$ cat src/rtl/vmem_sequencer.sv
// Memory-stage sequencer: scalar accesses pass straight to the single-port RAM,
// vector accesses are split into one RAM word per lane while the pipeline is stalled.
module vmem_sequencer #(
  parameter int LANES  = 6,
  parameter int LANE_W = 8,
  parameter int DATA_W = 32,
  parameter int ADDR_W = 8
) (
  input  logic                     clk,
  input  logic                     rst,
  input  logic                     req_valid,
  input  logic                     req_vec,
  input  logic                     req_write,
  input  logic [DATA_W-1:0]        req_addr,
  input  logic [DATA_W-1:0]        req_wdata,
  input  logic [LANES*LANE_W-1:0]  req_wdata_v,
  output logic                     stall,
  output logic                     resp_valid,
  output logic [DATA_W-1:0]        resp_rdata,
  output logic [LANES*LANE_W-1:0]  resp_rdata_v,
  output logic [ADDR_W-1:0]        ram_address,
  output logic [DATA_W-1:0]        ram_data,
  output logic                     ram_wren,
  input  logic [DATA_W-1:0]        ram_q
);

  localparam int VEC_W   = LANES * LANE_W;
  localparam int LANE_CW = $clog2(LANES + 1);

  typedef enum logic [1:0] {IDLE, VWR, VRD, DONE} state_t;

  state_t              state_q;
  logic [LANE_CW-1:0]  lane_q;
  logic [ADDR_W-1:0]   base_addr_q;
  logic [VEC_W-1:0]    wdata_v_q;
  logic [VEC_W-1:0]    asm_q;
  logic [VEC_W-1:0]    rdata_v_q;
  logic                is_write_q;

  logic                vec_start;
  logic [ADDR_W-1:0]   lane_addr;
  logic [LANE_W-1:0]   wr_slice;

  assign vec_start    = (state_q == IDLE) && req_valid && req_vec;
  assign lane_addr    = base_addr_q + ADDR_W'(lane_q);
  assign resp_rdata   = ram_q;
  assign resp_rdata_v = rdata_v_q;

  always_comb begin
    wr_slice = '0;
    for (int i = 0; i < LANES; i++) begin
      if (lane_q == LANE_CW'(i)) wr_slice = wdata_v_q[i*LANE_W +: LANE_W];
    end
  end

  // IDLE is a transparent path to the RAM; the other states drive it from latched state.
  always_comb begin
    stall       = 1'b0;
    resp_valid  = 1'b0;
    ram_wren    = 1'b0;
    ram_address = req_addr[ADDR_W-1:0];
    ram_data    = req_wdata;
    case (state_q)
      IDLE: begin
        stall    = vec_start;
        ram_wren = req_valid & ~req_vec & req_write;
      end
      VWR: begin
        stall       = 1'b1;
        ram_wren    = is_write_q;
        ram_address = lane_addr;
        ram_data    = DATA_W'(wr_slice);
      end
      VRD: begin
        stall       = 1'b1;
        ram_address = lane_addr;
      end
      DONE: resp_valid = 1'b1;
      default: ;
    endcase
  end

  always_ff @(posedge clk or posedge rst) begin
    if (rst) begin
      state_q     <= IDLE;
      lane_q      <= '0;
      base_addr_q <= '0;
      wdata_v_q   <= '0;
      is_write_q  <= 1'b0;
      asm_q       <= '0;
      rdata_v_q   <= '0;
    end else begin
      case (state_q)
        IDLE: begin
          if (vec_start) begin
            base_addr_q <= req_addr[ADDR_W-1:0];
            wdata_v_q   <= req_wdata_v;
            is_write_q  <= req_write;
            lane_q      <= '0;
            asm_q       <= '0;
            state_q     <= req_write ? VWR : VRD;
          end
        end
        VWR: begin
          lane_q <= lane_q + 1'b1;
          if (lane_q == LANE_CW'(LANES - 1)) state_q <= DONE;
        end
        VRD: begin
          // RAM data lags its address by one cycle, so lane n-1 lands while lane_q is n.
          for (int i = 0; i < LANES; i++) begin
            if (lane_q == LANE_CW'(i + 1)) asm_q[i*LANE_W +: LANE_W] <= ram_q[LANE_W-1:0];
          end
          if (lane_q == LANE_CW'(LANES)) begin
            rdata_v_q <= {ram_q[LANE_W-1:0], asm_q[VEC_W-LANE_W-1:0]};
            state_q   <= DONE;
          end else begin
            lane_q <= lane_q + 1'b1;
          end
        end
        DONE:    state_q <= IDLE;
        default: state_q <= IDLE;
      endcase
    end
  end

  if (ADDR_W < DATA_W) begin : g_unused
    logic unused_addr_hi;
    assign unused_addr_hi = ^req_addr[DATA_W-1:ADDR_W];
  end

endmodule

$ cat config.mk
export PLATFORM = sky130hd
export DESIGN_NAME = vmem_sequencer
export DESIGN_NICKNAME = d
export VERILOG_FILES = /design/src/rtl/vmem_sequencer.sv
export SDC_FILE = /design/constraint.sdc
export NUM_CORES = 1
export LEC_CHECK = 0
export BUFFER_PORTS_ARGS = -buffer_cell sky130_fd_sc_hd__buf_2
export CORE_MARGIN = 4
export CORE_UTILIZATION = 30
export DETAILED_ROUTE_END_ITERATION = 7
export PLACE_DENSITY_LB_ADDON = 0.2
export SETUP_SLACK_MARGIN = 0.1
export SLEW_MARGIN = 20
export SYNTH_ARGS = -nofsm -noshare
export SYNTH_HDL_FRONTEND = slang
export SYNTH_SLANG_ARGS = --single-unit
$ cat constraint.sdc
create_clock -name clk -period 9 [get_ports clk]
set_input_delay 0.9 -clock clk [delete_from_list [all_inputs] [get_ports clk]]
set_output_delay 0.9 -clock clk [all_outputs]
set_load 0.01 [all_outputs]
# Word-level counts from Yosys, hierarchy flattened

Cells that the tools add are included.

Add/sub/neg operators: 2
Equality and inequality tests: 18
Mux-type cells: 26
Bitwise logic cells: 3
Reduce and logical (&&, ||, !) cells: 16

Operators by type and width:

| kind                | number |
|---|---|
| $mux 8              | 12 |
| $pmux 40 s2         | 1 |
| $mux 40             | 1 |
| $mux 32             | 1 |
| $reduce_and 3->1    | 7 |
| $ne 2x2->1 const B  | 9 |
| $eq 3x3->1 const B  | 3 |
| $pmux 3 s3          | 1 |
| $add 8x3->8         | 1 |
| $mux 2              | 4 |
| $pmux 2 s4          | 1 |
| $eq 3x2->1 const B  | 2 |
| $mux 3              | 2 |
| $eq 2x2->1 const B  | 2 |
| $pmux 1 s2          | 2 |
| $reduce_and 2->1    | 2 |
| $add 3x1->3 const B | 1 |
| $eq 3x1->1 const B  | 1 |
| $logic_not 3->1     | 1 |
| $reduce_bool 3->1   | 1 |
| $and 1x1->1         | 2 |
| $eq 2x1->1 const B  | 1 |
| $logic_and 1x1->1   | 2 |
| $logic_not 2->1     | 1 |
| 4 further kinds     | 4 |

Register bits: 150
Input bits: 149
Output and inout bits: 123
Logic and storage cells: 76

# Longest topological paths before layout

Depth after elaboration: 8
Depth in mapped cells: 8
Gate-level depth less buffers: 6

# Worst setup path before layout

No wires, ideal clock.

Kind: reg2out
From: register lane_q[2]
To: output port ram_data[0]
Data arrival time: 1.714 ns
Data required time: 8.100 ns
Setup slack: 6.386 ns
Cell stages (with the launch flop): 8
Buffers on the path: 2
Cell sequence: dfrtp_1 buf_4 inv_1 ha_1 or2_2 clkbuf_1 a221oi_1 o221a_2

Word-level cells in the longest chain between the ends: 8
Elaborated cells between the ends (all ways): 13
Classes of those cells: eq/ne: 5; mux: 7; reduce/logical: 1

Ends and longest elaborated chain:

| item                   | RTL line | source |
|---|---|---|
| from (decl)            | 33       | `logic [LANE_CW-1:0] lane_q;` |
| from (signal assigned) | 105      | `lane_q <= lane_q + 1'b1;` |
| from (signal assigned) | 117      | `lane_q <= lane_q + 1'b1;` |
| $logic_not 3->1        | 52       | `if (lane_q == LANE_CW'(i)) wr_slice = wdata_v_q[i*LANE_W +: LANE_W];` |
| $mux 8 (5 in series)   | 52       |  |
| $mux 8 (*)             | 52       |  |
| $mux 32 (*)            | 63       | `case (state_q)` |
| to (decl)              | 22       | `output logic [DATA_W-1:0] ram_data,` |

Every way passes the cells marked *; elsewhere a longest branch is shown, timed or not.

# Worst setup path in the final report

Same ends and word-level chain as after synthesis.

==> metrics <==
ys async rst share=100%; crit path max-delay cell type=dfrtp_1; most numerous cell in the Yosys netlist=nand2_1; FP Rows=between 50 and 60; ratio of cells with drive above 1 in the final layout=33.6%; P&R area growth vs syn=21.4%; synthesized cell area=7360 um2; Slew Viols, Final=0; largest net degree at the start of global routing=83; Final Hold Fails=0; # diodes=0; compound-cell area share of the yosys netlist=13.3%; MaxCap Viol Count=0; Worst setup startpoint=lane_q[2]$_DFFE_PP0P_; Routed WL per cell=between 15 and 20 um; CP Launch Type=register; largest family of logic cells by synthesized area=simple AND/OR/NAND/NOR gates; DRT Pass-1 Iters=4; worst-path cell chain=inv_1 -> ha_1 -> or2_2 -> a221oi_1 -> o221a_2 -> buf_2; Worst-Skew Late Latency=430 ps; Yosys top cell area share=between 50 and 60%; adder-cell share of the synthesized area=2.48%; Fillers=between 2000 and 3000; Post-Synth Simple-Gate Area=18.4%; Post-synth EDFFs=0; Multi-input gate area=slightly above 3000 um2; antenna viol nets, final=0; sequential element share of the synthesized area=51.0%; Post-Synthesis Cells=729; Post-Layout Cell Count=1216; setup TNS=0 ps; most frequent cells after synthesis=nand2_1, dfrtp_1, mux2_2; worst ir drop on vdd=0.115 mV; final WL=20100 um; H-tree depth=4; Hold WS=about 470 ps; slowest stage delay, CP=760 ps; status=complete, no violations; CTS tree=built; Die Ht=165 um; #FFs+latches synth=150; Vias=5640; fmax=0.253 GHz; RePlAce Congestion=0.775; Placeable Area=24200 um2; LEAKAGE=0.00454 uW; Placed Cells=1184; initial drt markers=397; PortBufs=~200; register area=3750 um2; endpoints failing setup=0; RSZ-0062 raised after global routing=no; Total GRT Usage=15.0%; CP Capture Type=output port; Reg-to-Reg Start=state_q[0]$_DFFE_PP0P_; post-synth net total=around 890; synth top area cells=dfrtp_1, nand2_1, mux2_2; Die Area=between 20000 and 30000 um2; Die Wd=about 160 um; Remaining DRCs=0; Setup Buffers After CTS=0; Final nets=1042; clk_skew=approximately 9.4 ps; Ys Warns=0; clk slew on worst S/H paths=around 60 ps; clk sinks=150; Pwr per Cell Area=315 nW/um2; I/O pin count=approximately 270; Worst Hold Class=reg -> reg; antenna violations before repair=0; Overflow after GRT=0; WS Path Type=reg -> out; crit path max fanout=21; Resized cells post-CTS=0; Req. time, crit path=between 8000 and 9000 ps; Max Buffers Root-to-Sink=2; dpl hpwl=13900 um; Num CTS Buffers=17; Hold Buf Count CTS=0; DR vias/cell=4.64; post-synth cell types=56; top cell type by total area after synthesis=dfrtp_1; number of global-route vias before repair=roughly 5600; Clock Tree Root=clkbuf_16; Least-Margin Pin Slew=999 ps; ys flop type=dfrtp_1; first-pass GRT wire length=31600 um; Starting Density=30.4%; Crit path arrival time=3060 ps; final cycle utilization of the critical path=44.0%; Slew headroom=33.4%; Synth Area in XOR/XNOR=0.119%; Worst Hold Launch=resp_rdata_v[21]$_DFFE_PP0P_; minimum clock period=3960 ps; post-synthesis mux area share=6.78%; Syn Area/Cell=a little over 10 um2
## worst paths after layout
| kind | end | slack, ps | cells after the start |
|---|---|---|---|
| max reg2reg | asm_q[26]$_DFFE_PP0P_ | 6450 | 5 |
| min reg2reg | resp_rdata_v[21]$_DFFE_PP0P_ | 470 | 2 |
| min in group asynchronous | resp_rdata_v[20]$_DFFE_PP0P_ | 620 | 2 |
| min | resp_rdata_v[21]$_DFFE_PP0P_ | 470 | 2 |
| max in group asynchronous | asm_q[15]$_DFFE_PP0P_ | 6970 | 3 |
| max | ram_data[0] | 5040 | 6 |
## cell usage in the layout (no fill, tap or decap), types with 4 or more instances in the layout
| cell | n |
|---|---|
| a211o_4 | 4 |
| a21oi_1 | 11 |
| a221o_1 | 4 |
| a221oi_1 | 6 |
| a22o_1 | 29 |
| buf_2 | 199 |
| buf_4 | 7 |
| clkbuf_16 | 17 |
| dfrtp_1 | 150 |
| ha_1 | 13 |
| inv_1 | 31 |
| inv_6 | 6 |
| inv_8 | 4 |
| mux2_2 | 39 |
| mux2i_1 | 6 |
| nand2_1 | 185 |
| nand2b_1 | 4 |
| nand3_1 | 13 |
| nand3b_1 | 8 |
| nand4_1 | 7 |
| nor2b_1 | 38 |
| nor3b_1 | 7 |
| o21a_1 | 4 |
| o21ai_0 | 38 |
| o221a_2 | 6 |
## final cells by class
type	instances	area share (%)
Timing Repair Buffer	206	11.7
Multi-Input combinational cell	472	34.0
Clock buffer	18	4.91
Sequential cell	150	42.0
Tap cell	324	4.54
Clock inverter	14	1.41
Inverter	32	1.40
## per-stage QoR
step / total power (uW) / setup WS [ps] / util [%] / instance area, um2
floorplan: 1810 / 4060 / - / 7360
global placement: 2140 / 5470 / 34.5 / 8370
detailed placement: 2150 / 5520 / 34.5 / 8370
CTS: 2860 / 5050 / 36.9 / 8940
global route: 3040 / 4780 / 36.9 / 8940
finish: 2820 / 5040 / 36.9 / 8940
## sequential cells by signal, indices dropped and copies added (netlist names)
| signal | flops |
|---|---|
| asm_q | 40 |
| base_addr_q | 8 |
| is_write_q | 1 |
| lane_q | 3 |
| resp_rdata_v | 48 |
| state_q | 2 |
| wdata_v_q | 48 |
## cells by family after synthesis
kind of cell             Yosys count
adder cells (fa/ha/maj)           14
AO/OA/AOI/OAI                    127
buffers and inverters            107
XOR/XNOR                           1
multiplexers                      45
flip-flops                       150
AND/OR/NAND/NOR                  285
## per-layer routing
metal / up-vias / GRT usage [%] / part of all wire, %
li1: 2757 / - / -
met4: 0 / 3.40 / 0.76
met2: 146 / 23.5 / 46
met3: 10 / 3.27 / 5.1
met1: 2727 / 21.3 / 48
met5: - / 0 / 0
## critical path, delay by kind of cell (launching register included)
kind                       cells  cell delay (ps)
buffers and inverters          2              330
AOI/OAI and AO/OA              2              520
and+or+nand+nor                1              480
DFF                            1              760
adders and majority gates      1              540
## report_power, final
part,switching [uW],internal (uW)
Combinational,656,462
Clock,319,372
Sequential,123,883
(Power assumes the default switching activity.)
